### src/rtl/wb_arb_pkg.sv
// Shared constants and types for the register-file writeback arbiter.
//
// Contents:
//   REG_ADDR_W          register address width
//   DEFAULT_FIFO_DEPTH  default number of buffered port-B requests
//   AGE_MAX             saturation value of the starvation age counter
//   wb_req              writeback request {rd, data} at the default data width
package wb_arb_pkg;

    localparam int unsigned REG_ADDR_W         = 5;
    localparam int unsigned DEFAULT_FIFO_DEPTH = 2;
    localparam int unsigned AGE_MAX            = 3;
    localparam int unsigned DEFAULT_DATA_W     = 32;

    typedef struct packed {
        logic [REG_ADDR_W-1:0]     rd;
        logic [DEFAULT_DATA_W-1:0] data;
    } wb_req;

endpackage

### src/rtl/wb_fifo.sv
// Synchronous shift-register FIFO for port-B writeback requests.
// The head always sits in slot 0, so per-entry rd/valid are cheap to expose
// for the pending-write lookup.
//
// Ports:
//   clk, rst              clock, asynchronous active-high reset
//   push, push_rd/data    enqueue (ignored when full)
//   pop                   dequeue head (ignored when empty)
//   head_rd, head_data    oldest entry
//   count                 occupancy
//   entry_rd, entry_valid per-slot destination register and validity
module wb_fifo
    import wb_arb_pkg::*;
#(
    parameter int unsigned W     = 32,
    parameter int unsigned DEPTH = DEFAULT_FIFO_DEPTH
) (
    input  logic                                 clk,
    input  logic                                 rst,
    input  logic                                 push,
    input  logic [REG_ADDR_W-1:0]                push_rd,
    input  logic [W-1:0]                         push_data,
    input  logic                                 pop,
    output logic [REG_ADDR_W-1:0]                head_rd,
    output logic [W-1:0]                         head_data,
    output logic [$clog2(DEPTH+1)-1:0]           count,
    output logic [DEPTH-1:0][REG_ADDR_W-1:0]     entry_rd,
    output logic [DEPTH-1:0]                     entry_valid
);

    localparam int unsigned CW = $clog2(DEPTH + 1);

    logic [DEPTH-1:0][REG_ADDR_W-1:0] rd_q, rd_d;
    logic [DEPTH-1:0][W-1:0]          data_q, data_d;
    logic [CW-1:0]                    count_q, count_d;
    logic                             push_ok, pop_ok;

    assign push_ok = push && (count_q != CW'(DEPTH));
    assign pop_ok  = pop && (count_q != '0);

    always_comb begin
        rd_d    = rd_q;
        data_d  = data_q;
        count_d = count_q;
        if (pop_ok) begin
            for (int i = 0; i < int'(DEPTH) - 1; i++) begin
                rd_d[i]   = rd_q[i+1];
                data_d[i] = data_q[i+1];
            end
            count_d = count_q - 1'b1;
        end
        // Write lands just above the (post-pop) occupancy.
        if (push_ok) begin
            for (int i = 0; i < int'(DEPTH); i++) begin
                if (CW'(i) == count_d) begin
                    rd_d[i]   = push_rd;
                    data_d[i] = push_data;
                end
            end
            count_d = count_d + 1'b1;
        end
    end

    always_ff @(posedge clk or posedge rst) begin
        if (rst) begin
            rd_q    <= '0;
            data_q  <= '0;
            count_q <= '0;
        end else begin
            rd_q    <= rd_d;
            data_q  <= data_d;
            count_q <= count_d;
        end
    end

    always_comb begin
        for (int i = 0; i < int'(DEPTH); i++) begin
            entry_valid[i] = CW'(i) < count_q;
        end
    end

    assign entry_rd  = rd_q;
    assign head_rd   = rd_q[0];
    assign head_data = data_q[0];
    assign count     = count_q;

endmodule

### src/rtl/wb_arbiter.sv
// Two-port register-file writeback arbiter. Port A (pipeline) has priority;
// port B (long-latency unit) requests are buffered in a FIFO and drained when
// A is idle. The granted write is registered onto the rf_* port.
//
// Optional feature: define WB_ARB_AGE_EN to enable a starvation guard that
// forces the FIFO head through after it has been blocked AGE_MAX cycles.
//
// Ports:
//   clk, rst                        clock, asynchronous active-high reset
//   a_valid/a_rd/a_data, a_ready    port A request
//   b_valid/b_rd/b_data, b_ready    port B request
//   rf_regWrite, rf_RD, rf_writeData registered register-file write
//   RS1/RS2, rs1_pending/rs2_pending pending-write lookup
//   b_count                         FIFO occupancy
module wb_arbiter
    import wb_arb_pkg::*;
#(
    parameter int unsigned n          = 32,
    parameter int unsigned FIFO_DEPTH = DEFAULT_FIFO_DEPTH
) (
    input  logic                              clk,
    input  logic                              rst,
    input  logic                              a_valid,
    input  logic [REG_ADDR_W-1:0]             a_rd,
    input  logic [n-1:0]                      a_data,
    output logic                              a_ready,
    input  logic                              b_valid,
    input  logic [REG_ADDR_W-1:0]             b_rd,
    input  logic [n-1:0]                      b_data,
    output logic                              b_ready,
    output logic                              rf_regWrite,
    output logic [REG_ADDR_W-1:0]             rf_RD,
    output logic [n-1:0]                      rf_writeData,
    input  logic [REG_ADDR_W-1:0]             RS1,
    input  logic [REG_ADDR_W-1:0]             RS2,
    output logic                              rs1_pending,
    output logic                              rs2_pending,
    output logic [$clog2(FIFO_DEPTH+1)-1:0]   b_count
);

    localparam int unsigned CW = $clog2(FIFO_DEPTH + 1);

    logic                                  a_acc, b_acc;
    logic                                  fifo_push, fifo_pop, fifo_empty;
    logic [REG_ADDR_W-1:0]                 head_rd;
    logic [n-1:0]                          head_data;
    logic [FIFO_DEPTH-1:0][REG_ADDR_W-1:0] entry_rd;
    logic [FIFO_DEPTH-1:0]                 entry_valid;
    logic                                  grant_we;
    logic [REG_ADDR_W-1:0]                 grant_rd;
    logic [n-1:0]                          grant_data;

    assign fifo_empty = (b_count == '0);
    assign b_ready    = (b_count < CW'(FIFO_DEPTH));
    assign a_acc      = a_valid && a_ready;
    assign b_acc      = b_valid && b_ready;
    // rd=0 writes are architecturally void, so they are accepted and dropped.
    assign fifo_push  = b_acc && (b_rd != '0);
    assign fifo_pop   = !a_acc && !fifo_empty;

`ifdef WB_ARB_AGE_EN
    logic [1:0] age_q, age_d;

    // Age only reaches AGE_MAX with a non-empty FIFO, so blocking A here
    // always hands the cycle to the head.
    assign a_ready = (age_q != 2'(AGE_MAX));

    always_comb begin
        age_d = age_q;
        if (fifo_empty || fifo_pop) begin
            age_d = '0;
        end else if (age_q != 2'(AGE_MAX)) begin
            age_d = age_q + 2'd1;
        end
    end

    always_ff @(posedge clk or posedge rst) begin
        if (rst) begin
            age_q <= '0;
        end else begin
            age_q <= age_d;
        end
    end
`else
    assign a_ready = 1'b1;
`endif

    wb_fifo #(
        .W     (n),
        .DEPTH (FIFO_DEPTH)
    ) u_fifo (
        .clk         (clk),
        .rst         (rst),
        .push        (fifo_push),
        .push_rd     (b_rd),
        .push_data   (b_data),
        .pop         (fifo_pop),
        .head_rd     (head_rd),
        .head_data   (head_data),
        .count       (b_count),
        .entry_rd    (entry_rd),
        .entry_valid (entry_valid)
    );

    always_comb begin
        grant_we   = 1'b0;
        grant_rd   = a_rd;
        grant_data = a_data;
        if (a_acc) begin
            grant_we = (a_rd != '0);
        end else if (fifo_pop) begin
            grant_we   = 1'b1;
            grant_rd   = head_rd;
            grant_data = head_data;
        end
    end

    // RD/data only load on a real write; otherwise they hold.
    always_ff @(posedge clk or posedge rst) begin
        if (rst) begin
            rf_regWrite  <= 1'b0;
            rf_RD        <= '0;
            rf_writeData <= '0;
        end else begin
            rf_regWrite <= grant_we;
            if (grant_we) begin
                rf_RD        <= grant_rd;
                rf_writeData <= grant_data;
            end
        end
    end

    always_comb begin
        logic hit1, hit2;
        hit1 = rf_regWrite && (rf_RD == RS1);
        hit2 = rf_regWrite && (rf_RD == RS2);
        for (int i = 0; i < int'(FIFO_DEPTH); i++) begin
            if (entry_valid[i] && (entry_rd[i] == RS1)) hit1 = 1'b1;
            if (entry_valid[i] && (entry_rd[i] == RS2)) hit2 = 1'b1;
        end
        rs1_pending = hit1 && (RS1 != '0);
        rs2_pending = hit2 && (RS2 != '0);
    end

endmodule

### config.mk
export PLATFORM = sky130hd
export DESIGN_NAME = wb_arbiter
export DESIGN_NICKNAME = d
export VERILOG_FILES = /design/src/rtl/wb_arb_pkg.sv /design/src/rtl/wb_fifo.sv /design/src/rtl/wb_arbiter.sv
export SDC_FILE = /design/constraint.sdc
export NUM_CORES = 1
export LEC_CHECK = 0
export BUFFER_PORTS_ARGS = -buffer_cell sky130_fd_sc_hd__buf_4
export CAP_MARGIN = 10
export CORE_ASPECT_RATIO = 0.5
export CORE_UTILIZATION = 54
export CTS_CLUSTER_DIAMETER = 100
export DETAILED_ROUTE_END_ITERATION = 8
export GPL_ROUTABILITY_DRIVEN = 0
export GPL_TIMING_DRIVEN = 0
export PLACE_DENSITY = 0.89
export SETUP_SLACK_MARGIN = 0.5
export SLEW_MARGIN = 15
export SYNTH_ARGS = -nofsm -noshare
export SYNTH_HDL_FRONTEND = slang
export SYNTH_SLANG_ARGS = --single-unit
### constraint.sdc
create_clock -name clk -period 3.8 [get_ports clk]
set_input_delay 0 -clock clk [delete_from_list [all_inputs] [get_ports clk]]
set_output_delay 0 -clock clk [all_outputs]
set_load 0.02 [all_outputs]
; After elaboration in Yosys (flattened, before gate mapping)
; Cells that the tools add are included.
[totals]
ff_bits = 114
out_inout_bits = 44
input_bits = 88
[classes]
n_mux = 18
magnitude_cmp = 3
n_eq_ne = 8
n_addsub = 2
reduce_logical = 23
[op_table]
columns = cell, count
row1 = $mux 32, 5
row2 = $eq 5x5->1, 6
row3 = $mux 5, 5
row4 = $reduce_bool 5->1, 4
row5 = $logic_and 1x1->1, 13
row6 = $mux 1, 6
row7 = $logic_not 2->1, 2
row8 = $lt 1x2->1 const A, 2
row9 = $mux 2, 2
row10 = $add 2x1->2 const B, 1
row11 = $eq 1x2->1 const A, 1
row12 = $logic_not 1->1, 2
row13 = $lt 2x2->1 const B, 1
row14 = $ne 2x2->1 const B, 1
row15 = $reduce_and 2->1, 1
row16 = $reduce_bool 2->1, 1
row17 = $sub 2x1->2 const B, 1

; Logic depth before layout (Yosys ltp)
[logic_depth]
word_depth = 8
mapped_depth = 12
depth_no_buf = 9

; Hierarchy
; From an unflattened synthesis, not the netlist that was laid out.
[hier_totals]
hier_cells = 694
area_unflattened_um2 = 6590.1
[by_module_without_submodules]
columns = module, cells_each, n_inst, seq_area_each_um2, area_per_inst_um2
row1 = wb_fifo, 411, 1, 1901.8, 4177.8
row2 = wb_arbiter, 283, 1, 950.9, 2412.3

; Worst setup path before layout
; OpenSTA, ideal clock, no wires.
[synth_path]
kind = reg2reg
from = register u_fifo.count_q[1] (netlist: u_fifo.count[1])
to = register u_fifo.data_q[49] (netlist name)
path_slack_ns = 0.890
arrival_time_ns = 2.782
stages_incl_launch_ff = 11
n_path_buf = 2
path_cell_list = dfrtp_1 inv_1 ha_1 nor2_1 clkbuf_1 nand2_1 o21ai_0 ha_1 o2111ai_4 buf_6 mux2_1
[synth_via]
word_cells_on_any_way = 14
[synth_rtl]
columns = element, line_no
row1 = from (decl), wb_fifo.sv:35  ; logic [CW-1:0] count_q, count_d;
row2 = from (signal assigned), wb_fifo.sv:72  ; count_q <= count_d;
row3 = $lt 2x2->1, wb_arbiter.sv:54  ; assign b_ready = (b_count < CW'(FIFO_DEPTH));
row4 = via b_ready, wb_arbiter.sv:30  ; output logic b_ready,
row5 = $logic_and 1x1->1, wb_arbiter.sv:56  ; assign b_acc = b_valid && b_ready;
row6 = $logic_and 1x1->1, wb_arbiter.sv:58  ; assign fifo_push = b_acc && (b_rd != '0);
row7 = $logic_and 1x1->1, wb_fifo.sv:38  ; assign push_ok = push && (count_q != CW'(DEPTH));
row8 = $reduce_and 2->1 (no line), -
row9 = to (signal assigned), wb_fifo.sv:71  ; data_q <= data_d;
row10 = to (decl), wb_fifo.sv:34  ; logic [DEPTH-1:0][W-1:0] data_q, data_d;
; The timed path passes the listed nets, and every way through them passes these cells.
; A chain may end at the register's enable or synchronous reset.

; Final worst setup path
[layout_path]
from = register u_fifo.count_q[1] (netlist: u_fifo.count[1])
to = register u_fifo.data_q[52] (netlist name)
[layout_via]
elab_chain_len = 7
word_cells_on_any_way = 14
[layout_rtl]
columns = element, line_no
row1 = $logic_not 2->1, wb_arbiter.sv:53  ; assign fifo_empty = (b_count == '0);
row2 = $logic_not 1->1, wb_arbiter.sv:59  ; assign fifo_pop = !a_acc && !fifo_empty;
row3 = $logic_and 1x1->1, wb_arbiter.sv:59
row4 = $logic_and 1x1->1, wb_fifo.sv:39  ; assign pop_ok = pop && (count_q != '0);
row5 = $mux 2, wb_fifo.sv:45  ; if (pop_ok) begin
row6 = $eq 1x2->1, wb_fifo.sv:55  ; if (CW'(i) == count_d) begin
row7 = $reduce_and 2->1 (no line) (*), -
; Mark *: on every way between the ends. The rest lies on a longest branch, timed or not.

==> results.toml <==
[power]
intPower_mw = 3.980
p_comb_frac = 0.366
p_sw_mw = 2.252
ir_drop_v = 0.0005539
seqPwrFrac = 0.347
p_leak_nw = 3.811
p_clk_frac = 0.287
powerDensity_nw_per_um2 = 749.2
switching_share = 0.3613

[floorplan]
core_um2 = 10250
die_height_um = 74.80
pin_count = 132
die-area_um2 = 11040
fp.dieW_um = 147.6
initial_core_util = 0.5585
num_rows = 26

[sta]
fin_setup_tns_ps = 0
setup_viol = 0
finalCritPeriodShare = 0.8324
clock_skew_ps = 9.171
slew_headroom = 0.4270
rsz0062_at_grt = "no"
hold_viol = 0
min_period_ps = 3163
worstMarginPinSlew_ps = 859.5
max_freq_ghz = 0.3161
slew_violations = 0

[grt]
grt_max_degree = 67
grt_util_met2 = 0.6048
grt_most_used_layer = "met2"
grt_pass1_wl_um = 30640
grt_util_met3 = 0.09758
grt_pass1_vias = 5815
gr-usage-met1 = 0.4527
antenna_found_initial = 1
track_usage = 0.3739
gr-total-overflow = 0

[cts]
h-tree-depth = 4
clockBufferDepth = 2
cts_tree = "yes"
post_cts_buffers = 0
insertion_delay_ps = 430
clkSinkCount = 114
clkTransAtPathRegs_ps = 60
cts-root-buf = "clkbuf_16"
numCtsBuffers = 17

[flow_run]
drv_cap = 0

[worst_setup_path]
slowest_stage = "dfrtp_1"
critical_path_class = "reg -> reg"
r2r_setup_slack_ps = 640
setup.worst_path.start_class = "register"
endpoint_kind = "register"
r2r-end = "u_fifo.data_q[52]"
cpPeakStageDelay_ps = 450
crit_chain = "inv_1 -> ha_1 -> nor2_2 -> buf_2 -> nand2_1 -> o21ai_0 -> ha_1 -> o2111ai_4 -> buf_6 -> mux2_1"
r2r_cells = 10
crit_required_ps = 4110
cpMostUsedCell = "ha_1"
worstPathArrival_ps = 3470
reg2reg_from = "u_fifo.count[1]"
cp_max_fo = 10

[routing]
dr.pass1.iters = 5
wire_per_inst_um = 21.27
num_vias = 5787
drt_wl_total_um = 19850
via_per_inst = 6.203
drtAntennaViolNets = 0
drtIter0Drc = 657
drc = 0

[hold_path]
min_from = "a_valid"
holdPathStages = 4
holdPathEnd = "u_fifo.count[0]"
hp-class = "in -> reg"

[final_layout]
fillers = 514
drive_gt1_frac = 0.2664
finalNonFillerCells = 933
utilization = 0.8117
syn_to_final_growth_pct = 45.34
nNetsFinal = 872

[logic_synthesis]
yosysUniqueCellTypes = 34
netlist_area_um2 = 5723
synthXorXnorAreaFrac = 0.04897
synth_compound_area_frac = 0.1362
synth_seq_cells = 114
synth_top_family_by_area = "multiplexers"
yosys_warnings = 0
synth_area_per_cell_um2 = 10.35
yosys.area_share.adder = 0.01093
muxShareOfSynthArea = 0.1410
syn_nets = 646
ys_seq_area_frac = 0.4985
synthCells = 553
yosys.area_share.simple = 0.1261

[placed_design]
placed_cells = 824
port_buffers = 130
dpl.hpwl_um = 10340

[status]
outcome = "finished clean"
critical path: cells and delay by family (launching register included):
kind | cells | cell delay, ps
AO/OA/AOI/OAI | 2 | 510
AND/OR/NAND/NOR | 2 | 450
multiplexers | 1 | 310
adder cells (fa/ha/maj) | 2 | 520
buffers and inverters | 3 | 810
flip-flops | 1 | 450
Yosys cell counts:
| cell type | count | share of area |
|---|---|---|
| nor3_1 | 2 | 0.0017 |
| nor2b_1 | 35 | 0.038 |
| a21oi_1 | 45 | 0.039 |
| inv_1 | 6 | 0.0039 |
| buf_6 | 3 | 0.0059 |
| a22oi_1 | 2 | 0.0026 |
| o2111ai_4 | 1 | 0.0046 |
| buf_4 | 5 | 0.0066 |
| xnor2_1 | 15 | 0.023 |
| clkbuf_1 | 27 | 0.018 |
| mux2_1 | 3 | 0.0059 |
| or4_1 | 2 | 0.0026 |
| mux2i_1 | 39 | 0.068 |
| o211ai_1 | 1 | 0.0013 |
| o2111ai_1 | 1 | 0.0015 |
| or4_4 | 1 | 0.0020 |
| nor4_1 | 3 | 0.0033 |
| ha_1 | 5 | 0.011 |
| dfrtp_1 | 114 | 0.50 |
| or3_1 | 2 | 0.0022 |
| a211oi_1 | 35 | 0.046 |
| o21ai_0 | 3 | 0.0026 |
| nand4_1 | 3 | 0.0033 |
| nand3_1 | 1 | 0.00087 |
| a31oi_1 | 32 | 0.035 |
| conb_1 | 1 | 0.00066 |
| mux2_2 | 34 | 0.067 |
| and2_1 | 1 | 0.0011 |
| nand2_1 | 66 | 0.043 |
| nor2_1 | 42 | 0.028 |
| xor2_1 | 17 | 0.026 |
| buf_2 | 4 | 0.0035 |
| o32a_1 | 1 | 0.0017 |
| a32oi_1 | 1 | 0.0015 |
worst max-delay path by stage:
stage                         to       startpoint  cells after the start  slack [ps]
2_1_floorplan           rf_RD[0]              rst                      1         780
3_3_place_gp     rf_writeData[3]              rst                      2        -450
3_5_place_dp   u_fifo.data_q[52]  u_fifo.count[1]                     10         460
4_1_cts        u_fifo.data_q[52]  u_fifo.count[1]                     10         580
5_1_grt        u_fifo.data_q[49]  u_fifo.count[1]                     10         510
6_report       u_fifo.data_q[52]  u_fifo.count[1]                     10         640
layout by cell type (no fill, tap or decap), types with 29 or more instances in the layout:
| cell type | netlist | final |
|---|---|---|
| buf_4 | 5 | 135 |
| dfrtp_1 | 114 | 114 |
| dlygate4sd3_1 | 0 | 76 |
| nand2_1 | 66 | 66 |
| a21oi_1 | 45 | 45 |
| nor2_1 | 42 | 41 |
| mux2i_1 | 39 | 39 |
| nor2b_1 | 35 | 35 |
| a211oi_1 | 35 | 35 |
| mux2_2 | 34 | 34 |
| a31oi_1 | 32 | 32 |
| clkbuf_1 | 27 | 29 |
metrics by stage:
step	setup slack, ps	area [um^2]	power, mW	hold slack (ps)
6_report	636.9	8318	6.232	196.6
4_1_cts	583.6	8313	5.993	189.7
3_3_place_gp	-450.0	6874	4.025	226.2
2_1_floorplan	784.3	5723	3.444	131.7
5_1_grt	508.3	8315	6.465	241.4
3_5_place_dp	458.3	6907	4.137	67.24
power groups by stage:
stage / clock, mW / combinational, mW / sequential (mW)
2_1_floorplan: 0 / 1.27 / 2.17
3_3_place_gp: 0 / 1.95 / 2.08
3_5_place_dp: 0 / 2.03 / 2.11
4_1_cts: 1.75 / 2.14 / 2.10
5_1_grt: 1.83 / 2.43 / 2.20
6_report: 1.79 / 2.28 / 2.16
flip-flops by register name, indices dropped and copies added, names as in the netlist:
signal / flops
u_fifo.entry_rd: 5
rf_writeData: 32
rf_RD: 5
rf_regWrite: 1
u_fifo.data_q: 32
u_fifo.head_data: 32
u_fifo.count: 2
u_fifo.head_rd: 5
metal layers:
layer | routed length [um] | vias up
met2 | 9424 | 467
met3 | 1871 | 140
met1 | 7442 | 2777
li1 | - | 2403
met5 | 0 | -
met4 | 1109 | 0
cells by family after synthesis:
group                    count (synthesis)
AO/OA/AOI/OAI                          122
XOR/XNOR                                32
adder cells (fa/ha/maj)                  5
buffers and inverters                   45
flip-flops                             114
multiplexers                            76
other                                    1
AND/OR/NAND/NOR                        158
timing repair:
action,in CTS,in global routing
setup endpoints to repair,33,74
hold endpoints to repair,160,0
hold buffers,76,0
resized for setup,1,2
area by class of cell:
class | count | area [um^2] | share of cell area
Antenna cell | 1 | 2.502 | 0.0003008
Buffer | 39 | 193.9 | 0.02332
Clock buffer | 22 | 464.2 | 0.05581
Clock inverter | 10 | 180.2 | 0.02166
Inverter | 6 | 27.53 | 0.003309
Multi-Input combinational cell | 394 | 2658 | 0.3195
Sequential cell | 114 | 2853 | 0.3430
Tap cell | 140 | 175.2 | 0.02106
Timing Repair Buffer | 207 | 1764 | 0.2121
(Power assumes the default switching activity.)
